## src/rtl/axi4_types.sv

```systemverilog
// axi4_types: shared AXI4-Lite response encodings and FSM state types.
package axi4_types;
   typedef enum logic [1:0] {OKAY = 2'b00, SLVERR = 2'b10} resp_t;
   typedef enum logic {WR_IDLE, WR_RESP} wr_state_t;
   typedef enum logic {RD_IDLE, RD_RESP} rd_state_t;
endpackage

```

## src/rtl/axi4_lite_if.sv

```systemverilog
// axi4_lite_if: AXI4-Lite channel bundle with master/slave views.
interface axi4_lite_if #(
   parameter int ADDR_SIZE = 10,
   parameter int DATA_SIZE = 32
) (
   input logic ACLK,
   input logic ARESETn
);
   logic                   awvalid, awready;
   logic [ADDR_SIZE-1:0]   awaddr;
   logic [2:0]             awprot;
   logic                   wvalid, wready;
   logic [DATA_SIZE-1:0]   wdata;
   logic [DATA_SIZE/8-1:0] wstrb;
   logic                   bvalid, bready;
   logic [1:0]             bresp;
   logic                   arvalid, arready;
   logic [ADDR_SIZE-1:0]   araddr;
   logic [2:0]             arprot;
   logic                   rvalid, rready;
   logic [DATA_SIZE-1:0]   rdata;
   logic [1:0]             rresp;
   modport slave (
      input  ACLK, ARESETn, awvalid, awaddr, awprot, wvalid, wdata, wstrb, bready,
             arvalid, araddr, arprot, rready,
      output awready, wready, bvalid, bresp, arready, rvalid, rdata, rresp
   );
   modport master (
      input  ACLK, ARESETn, awready, wready, bvalid, bresp, arready, rvalid, rdata, rresp,
      output awvalid, awaddr, awprot, wvalid, wdata, wstrb, bready,
             arvalid, araddr, arprot, rready
   );
endinterface

```

## src/rtl/axi4l_reg_bank.sv

```systemverilog
// axi4l_reg_bank: register storage with byte-strobe write port, async read port and flat export.
module axi4l_reg_bank #(
   parameter int DATA_SIZE = 32,
   parameter int NUM_REGS  = 16,
   parameter int IDX_W     = 4
) (
   input  logic                          i_clk,
   input  logic                          i_rst_n,
   input  logic                          i_we,
   input  logic [IDX_W-1:0]              i_wr_idx,
   input  logic [DATA_SIZE-1:0]          i_wdata,
   input  logic [DATA_SIZE/8-1:0]        i_wstrb,
   input  logic [IDX_W-1:0]              i_rd_idx,
   output logic [DATA_SIZE-1:0]          o_rd_data,
   output logic [NUM_REGS*DATA_SIZE-1:0] o_regs
);
   logic [DATA_SIZE-1:0] r_mem [NUM_REGS];

   always_ff @(posedge i_clk or negedge i_rst_n)
      if (!i_rst_n)
         for (int k = 0; k < NUM_REGS; k++) r_mem[k] <= '0;
      else if (i_we)
         for (int j = 0; j < DATA_SIZE/8; j++)
            if (i_wstrb[j]) r_mem[i_wr_idx][j*8 +: 8] <= i_wdata[j*8 +: 8];

   assign o_rd_data = r_mem[i_rd_idx];

   for (genvar k = 0; k < NUM_REGS; k++) begin : g_flat
      assign o_regs[k*DATA_SIZE +: DATA_SIZE] = r_mem[k];
   end
endmodule

```

## src/rtl/axi4l_regfile_slave.sv

```systemverilog
// axi4l_regfile_slave: AXI4-Lite register-file responder with independent read/write FSMs.
// Optional AXI4L_REGFILE_PROT_EN rejects unprivileged (prot[0]=0) accesses with SLVERR.
module axi4l_regfile_slave
   import axi4_types::*;
#(
   parameter int DATA_SIZE = 32,
   parameter int ADDR_SIZE = 10,
   parameter int NUM_REGS  = 16
) (
   axi4_lite_if.slave                     slv,
   output logic [NUM_REGS*DATA_SIZE-1:0]  regs_o
);
   localparam int IW = ADDR_SIZE - 2;
   localparam int RW = (NUM_REGS > 1) ? $clog2(NUM_REGS) : 1;
   localparam int SW = DATA_SIZE / 8;

   wr_state_t            r_wr_st;
   rd_state_t            r_rd_st;
   logic                 r_aw_held, r_w_held;
   logic [IW-1:0]        r_aw_idx;
   logic [DATA_SIZE-1:0] r_wdata, r_rdata;
   logic [SW-1:0]        r_wstrb;
   resp_t                r_bresp, r_rresp;
   logic                 w_aw_hs, w_w_hs, w_commit, w_wr_err, w_rd_err, w_wr_oor, w_rd_oor;
   logic [IW-1:0]        w_wr_idx, w_rd_idx;
   logic [DATA_SIZE-1:0] w_wdata, w_bank_rdata;
   logic [SW-1:0]        w_wstrb;

   // Readies fall combinationally with reset so nothing is accepted while ARESETn is low.
   assign slv.awready = slv.ARESETn && r_wr_st == WR_IDLE && !r_aw_held;
   assign slv.wready  = slv.ARESETn && r_wr_st == WR_IDLE && !r_w_held;
   assign slv.arready = slv.ARESETn && r_rd_st == RD_IDLE;
   assign slv.bvalid  = r_wr_st == WR_RESP;
   assign slv.rvalid  = r_rd_st == RD_RESP;
   assign slv.bresp   = r_bresp;
   assign slv.rresp   = r_rresp;
   assign slv.rdata   = r_rdata;

   assign w_aw_hs  = slv.awvalid && slv.awready;
   assign w_w_hs   = slv.wvalid && slv.wready;
   assign w_wr_idx = r_aw_held ? r_aw_idx : slv.awaddr[ADDR_SIZE-1:2];
   assign w_wdata  = r_w_held ? r_wdata : slv.wdata;
   assign w_wstrb  = r_w_held ? r_wstrb : slv.wstrb;
   assign w_rd_idx = slv.araddr[ADDR_SIZE-1:2];
   assign w_commit = r_wr_st == WR_IDLE && (r_aw_held || w_aw_hs) && (r_w_held || w_w_hs);
   assign w_wr_oor = 32'(w_wr_idx) >= 32'(NUM_REGS);
   assign w_rd_oor = 32'(w_rd_idx) >= 32'(NUM_REGS);

`ifdef AXI4L_REGFILE_PROT_EN
   logic r_aw_priv;
   always_ff @(posedge slv.ACLK or negedge slv.ARESETn)
      if (!slv.ARESETn) r_aw_priv <= 1'b0;
      else if (w_aw_hs) r_aw_priv <= slv.awprot[0];
   assign w_wr_err = w_wr_oor || !(r_aw_held ? r_aw_priv : slv.awprot[0]);
   assign w_rd_err = w_rd_oor || !slv.arprot[0];
`else
   assign w_wr_err = w_wr_oor;
   assign w_rd_err = w_rd_oor;
`endif

   always_ff @(posedge slv.ACLK or negedge slv.ARESETn)
      if (!slv.ARESETn) begin
         r_wr_st   <= WR_IDLE;
         r_aw_held <= 1'b0;
         r_w_held  <= 1'b0;
         r_aw_idx  <= '0;
         r_wdata   <= '0;
         r_wstrb   <= '0;
         r_bresp   <= OKAY;
      end else if (r_wr_st == WR_IDLE) begin
         if (w_aw_hs) begin
            r_aw_held <= 1'b1;
            r_aw_idx  <= slv.awaddr[ADDR_SIZE-1:2];
         end
         if (w_w_hs) begin
            r_w_held <= 1'b1;
            r_wdata  <= slv.wdata;
            r_wstrb  <= slv.wstrb;
         end
         if (w_commit) begin
            r_wr_st <= WR_RESP;
            r_bresp <= w_wr_err ? SLVERR : OKAY;
         end
      end else if (slv.bready) begin
         r_wr_st   <= WR_IDLE;
         r_aw_held <= 1'b0;
         r_w_held  <= 1'b0;
      end

   // rdata is captured from the bank before any same-edge commit lands, giving pre-write data.
   always_ff @(posedge slv.ACLK or negedge slv.ARESETn)
      if (!slv.ARESETn) begin
         r_rd_st <= RD_IDLE;
         r_rdata <= '0;
         r_rresp <= OKAY;
      end else if (r_rd_st == RD_IDLE) begin
         if (slv.arvalid) begin
            r_rd_st <= RD_RESP;
            r_rdata <= w_rd_err ? '0 : w_bank_rdata;
            r_rresp <= w_rd_err ? SLVERR : OKAY;
         end
      end else if (slv.rready) begin
         r_rd_st <= RD_IDLE;
      end

   axi4l_reg_bank #(
      .DATA_SIZE (DATA_SIZE),
      .NUM_REGS  (NUM_REGS),
      .IDX_W     (RW)
   ) u_bank (
      .i_clk     (slv.ACLK),
      .i_rst_n   (slv.ARESETn),
      .i_we      (w_commit && !w_wr_err),
      .i_wr_idx  (w_wr_idx[RW-1:0]),
      .i_wdata   (w_wdata),
      .i_wstrb   (w_wstrb),
      .i_rd_idx  (w_rd_idx[RW-1:0]),
      .o_rd_data (w_bank_rdata),
      .o_regs    (regs_o)
   );
endmodule
```

## src/flat_wrapper.sv

```systemverilog
// flat-port wrapper written by rule: the top's interface ports become plain ports
module axi4l_regfile_slave_flat import axi4_types::*;
#(
   parameter int DATA_SIZE = 32,
   parameter int ADDR_SIZE = 10,
   parameter int NUM_REGS  = 16
)
  (regs_o, ACLK, ARESETn, slv_awvalid, slv_awaddr, slv_awprot, slv_wvalid, slv_wdata, slv_wstrb, slv_bready, slv_arvalid, slv_araddr, slv_arprot, slv_rready, slv_awready, slv_wready, slv_bvalid, slv_bresp, slv_arready, slv_rvalid, slv_rdata, slv_rresp);
  axi4_lite_if #(.ADDR_SIZE(ADDR_SIZE), .DATA_SIZE(DATA_SIZE)) slv_i (.ACLK(ACLK), .ARESETn(ARESETn));
  output logic [NUM_REGS*DATA_SIZE-1:0] regs_o;
  input wire logic ACLK;
  input wire logic ARESETn;
  input wire logic [$bits(slv_i.awvalid)-1:0] slv_awvalid;
  input wire logic [$bits(slv_i.awaddr)-1:0] slv_awaddr;
  input wire logic [$bits(slv_i.awprot)-1:0] slv_awprot;
  input wire logic [$bits(slv_i.wvalid)-1:0] slv_wvalid;
  input wire logic [$bits(slv_i.wdata)-1:0] slv_wdata;
  input wire logic [$bits(slv_i.wstrb)-1:0] slv_wstrb;
  input wire logic [$bits(slv_i.bready)-1:0] slv_bready;
  input wire logic [$bits(slv_i.arvalid)-1:0] slv_arvalid;
  input wire logic [$bits(slv_i.araddr)-1:0] slv_araddr;
  input wire logic [$bits(slv_i.arprot)-1:0] slv_arprot;
  input wire logic [$bits(slv_i.rready)-1:0] slv_rready;
  output wire logic [$bits(slv_i.awready)-1:0] slv_awready;
  output wire logic [$bits(slv_i.wready)-1:0] slv_wready;
  output wire logic [$bits(slv_i.bvalid)-1:0] slv_bvalid;
  output wire logic [$bits(slv_i.bresp)-1:0] slv_bresp;
  output wire logic [$bits(slv_i.arready)-1:0] slv_arready;
  output wire logic [$bits(slv_i.rvalid)-1:0] slv_rvalid;
  output wire logic [$bits(slv_i.rdata)-1:0] slv_rdata;
  output wire logic [$bits(slv_i.rresp)-1:0] slv_rresp;
  assign slv_i.awvalid = slv_awvalid;
  assign slv_i.awaddr = slv_awaddr;
  assign slv_i.awprot = slv_awprot;
  assign slv_i.wvalid = slv_wvalid;
  assign slv_i.wdata = slv_wdata;
  assign slv_i.wstrb = slv_wstrb;
  assign slv_i.bready = slv_bready;
  assign slv_i.arvalid = slv_arvalid;
  assign slv_i.araddr = slv_araddr;
  assign slv_i.arprot = slv_arprot;
  assign slv_i.rready = slv_rready;
  assign slv_awready = slv_i.awready;
  assign slv_wready = slv_i.wready;
  assign slv_bvalid = slv_i.bvalid;
  assign slv_bresp = slv_i.bresp;
  assign slv_arready = slv_i.arready;
  assign slv_rvalid = slv_i.rvalid;
  assign slv_rdata = slv_i.rdata;
  assign slv_rresp = slv_i.rresp;
  axi4l_regfile_slave #(.DATA_SIZE(DATA_SIZE), .ADDR_SIZE(ADDR_SIZE), .NUM_REGS(NUM_REGS)) u_core (.slv(slv_i), .regs_o(regs_o));
endmodule
```

## config.mk

```make
export PLATFORM = sky130hd
export DESIGN_NAME = axi4l_regfile_slave_flat
export DESIGN_NICKNAME = d
export VERILOG_FILES = /design/src/rtl/axi4_types.sv /design/src/rtl/axi4_lite_if.sv /design/src/rtl/axi4l_reg_bank.sv /design/src/rtl/axi4l_regfile_slave.sv /design/src/flat_wrapper.sv
export SDC_FILE = /design/constraint.sdc
export NUM_CORES = 1
export LEC_CHECK = 0
export ABC_AREA = 1
export CORE_MARGIN = 2
export CORE_UTILIZATION = 51
export CTS_CLUSTER_DIAMETER = 50
export DETAILED_ROUTE_END_ITERATION = 8
export GPL_TIMING_DRIVEN = 0
export PLACE_DENSITY = 0.8
export SLEW_MARGIN = 5
export SYNTH_ARGS = -nofsm -noshare
export SYNTH_HDL_FRONTEND = slang
export SYNTH_HIERARCHICAL = 1
export SYNTH_SLANG_ARGS = --single-unit
```

## constraint.sdc

```tcl
create_clock -name ACLK -period 3 [get_ports ACLK]
set_clock_uncertainty 0.15 [all_clocks]
set_input_delay 0.45 -clock ACLK [delete_from_list [all_inputs] [get_ports ACLK]]
set_output_delay 0.45 -clock ACLK [all_outputs]
set_load 0.005 [all_outputs]
```

==> results.yml <==
placed_design:
  gp_congestion: 1.00
  portBuffers: 607
  dp.final_hpwl_um: 99700
  dpl.cell_count: 5073
final_layout:
  area.growth.synth_to_final_pct: 34.0
  final_nets: 4476
  fin_cells: 5207
  drive_gt1_frac: 0.0738
  utilization: 0.693
global_route:
  grt_max_degree: 120
  grt_pass1_wl_um: 186000
  track_usage: 0.446
  grt_pass1_vias: 28136
  antenna_found_initial: 3
  overflow: 0
synth:
  netlist_area_sq_um: 28600
  postSynthCellCount: 3712
  synth_cell_type_count: 24
  ys_ff_latch: 594
  synth.avg_cell_area_sq_um: 7.71
  yosysSeqAreaShare: 0.519
  yosys_warnings: 6
sta:
  holdWs_ns: -0.234
  maxSlewViolCount: 0
  final.setup.worst_slack_ns: -0.225
  finalSetupTns_ns: -6.67
  period_minus_slack_ns: 3.22
  post-route-period-util: 1.07
  final-setup-viol-count: 60
  tightest_slew_ns: 1.27
  rsz0062_at_grt: "yes"
  clock.fmax_mhz: 310
  hold_viol_final: 234
  maxSlewHeadroom: 0.151
job:
  maxCapViolCount: 0
run_status:
  status: "complete, but fails checks"
  violations: "hold timing, setup timing"
power_and_ir_drop:
  power.share.switching: 0.366
  total_power_mw: 27.9
  comb_power_share: 0.308
  power.density_nw_per_um2: 728
  p_leak_nw: 17.6
  p_sw_mw: 10.2
  p_int_mw: 17.7
  clkPwrFrac: 0.308
  peakVddDrop_uv: 500
  p_seq_frac: 0.383
detailed_routing:
  drt-initial-drc-count: 4609
  first_pass_iters: 6
  num_vias: 30491
  vias_per_cell: 5.86
  routedWlPerCell_um: 25.2
  ant_nets: 0
  finalWirelength_um: 131000
  detail_route.drc_violations: 0
die:
  start_util: 0.517
  ioPinCount: 622
  die_area_sq_um: 58000
  die_h_um: 241
  coreArea_sq_um: 55300
  die_w_um: 241
  rows: 86
setup_path:
  ff2ff_setup_slack_ns: -0.22
  crit_path_start_kind: "flip-flop"
  critPathArrivalTime_ns: 3.54
  path_class: "reg2reg"
  cp_common_cell: "nand2_1"
  critical-path-max-stage-delay_ns: 0.78
  crit_path_end_kind: "flip-flop"
  worstPathRequired_ns: 3.31
  crit_slowest_cell: "nor2_1"
  path_cells: "buf_4, o21ai_0, nand2_1, nor2_1, nand2_1, buf_2, nand2_1, o21ai_0"
  cp_max_fo: 10
cts:
  insertion_delay_ns: 0.62
  clk_pin_slew_ns: 0.06
  holdBufCountCts: 8
  cts-root-buf: "clkbuf_16"
  cts_made_buffers: 70
  cts_max_level: 3
  cts_tree: "built"
  cts.sinks: 594
  cts_buffer_depth: 3
worst_hold_path:
  hold_path.class: "in2async"
[placed cells by master, fill, tap and decap left out, drive strengths merged]
master	instances
conb	2
nand2	1359
nand3	386
bufbuf	1
buf	171
o21ai	598
nor2	27
dfrtp	594
diode	1
bufinv	4
clkinv	6
nand4	1
clkinvlp	5
a21oi	1
dlygate4sd3	4
clkdlybuf4s50	606
o21bai	1
inv	486
a22o	32
clkbuf	173
nor3	1
[cells by family (layout without fill, tap and decap cells)]
kind of cell           count (synthesis)  in the layout  share of synthesized area
other                                  1              3                   0.000131
buffers and inverters                711           1456                      0.109
and+or+nand+nor                     1774           1774                      0.251
DFF                                  594            594                      0.519
AOI/OAI and AO/OA                    632            632                      0.120
[power by group through the flow]
stage	sequential, mW	combinational (mW)	clock [mW]
floorplan	10.4	3.46	0
global placement	10.8	8.03	0
detailed placement	10.7	8.19	0
CTS	10.6	8.28	8.60
global route	10.8	9.09	8.93
finish	10.7	8.60	8.60
[timing repair]
item / in CTS / in global routing
resized for setup: 7 / 17
pin swaps: 0 / 1
gates cloned: 1 / 0
buffers inserted: 0 / 1
endpoints found under the hold margin: 85 / 234
setup endpoints to repair: 512 / 327
[cells in the mapped netlist]
master / n / area, sq um
nor3_1: 1 / 5.00
conb_1: 1 / 3.75
inv_1: 477 / 1790
inv_2: 4 / 15.0
o21ai_1: 1 / 5.00
nand2_1: 1355 / 5090
o21ai_2: 43 / 377
o21bai_1: 1 / 7.51
nand4_1: 1 / 6.26
clkbuf_1: 70 / 263
nor2_1: 23 / 86.3
o21ai_0: 554 / 2770
buf_2: 89 / 445
nand2_4: 2 / 22.5
nor2_4: 3 / 33.8
a21oi_1: 1 / 5.00
buf_6: 38 / 428
nand3_1: 386 / 1930
nand2_2: 2 / 12.5
buf_4: 13 / 97.6
a22o_1: 32 / 280
dfrtp_1: 594 / 14900
buf_1: 20 / 75.1
nor2_2: 1 / 6.26
[layer usage]
metal / global-route usage / vias to the layer above / routed length [um]
li1: - / 13055 / -
met1: 0.588 / 14558 / 47000
met2: 0.668 / 2408 / 58000
met3: 0.127 / 464 / 18100
met4: 0.243 / 6 / 8120
met5: 0 / - / 34
[layout make-up]
cell class	instances	area, sq um
fillers	4669	17000
plain buffers	230	1310
inverters	481	1810
diodes	1	2.50
clock buffers	103	2040
multi-input cells	2408	10700
repair buffers	622	6430
clock inverters	20	249
well taps	748	936
flip-flops and latches	594	14900
[flip-flops by register name, summed over array words and instances, names as in the netlist]
name,cells
u_core/r_aw_held,1
u_core/r_aw_idx,8
u_core/r_w_held,1
u_core/r_wdata,32
u_core/r_wstrb,4
u_core/slv.bresp,1
u_core/slv.bvalid,1
u_core/slv.rdata,32
u_core/slv.rresp,1
u_core/slv.rvalid,1
u_core/u_bank/o_regs,512
[per-stage QoR]
stage / cell area (sq um) / worst slack [ns]
detailed placement: 35800 / -1.21
CTS: 38300 / 0.0130
global route: 38300 / -0.302
global placement: 35600 / -25.37
floorplan: 28600 / 0.890
finish: 38300 / -0.225
[path summary, 6_finish.rpt]
check,startpoint,depth (start not counted),endpoint
worst max-delay path,u_core/r_aw_held,8,u_core/u_bank/o_regs[166]
worst min-delay path,ARESETn,2,u_core/u_bank/o_regs[285]
worst max register to register,u_core/r_aw_held,8,u_core/u_bank/o_regs[166]
worst min register to register,u_core/r_aw_idx[1],2,u_core/r_aw_idx[1]
max in group asynchronous,ARESETn,4,u_core/u_bank/o_regs[10]
min in group ACLK,slv_wdata[5],3,u_core/r_wdata[5]
[worst max-delay path: cells and delay by family, from the launching register on]
family | cells | cell delay [ns]
compound gates | 2 | 0.48
buf+inv | 2 | 0.46
flops | 1 | 0.41
simple gates | 4 | 1.56
Note: power is estimated with default switching activity, not from simulation.
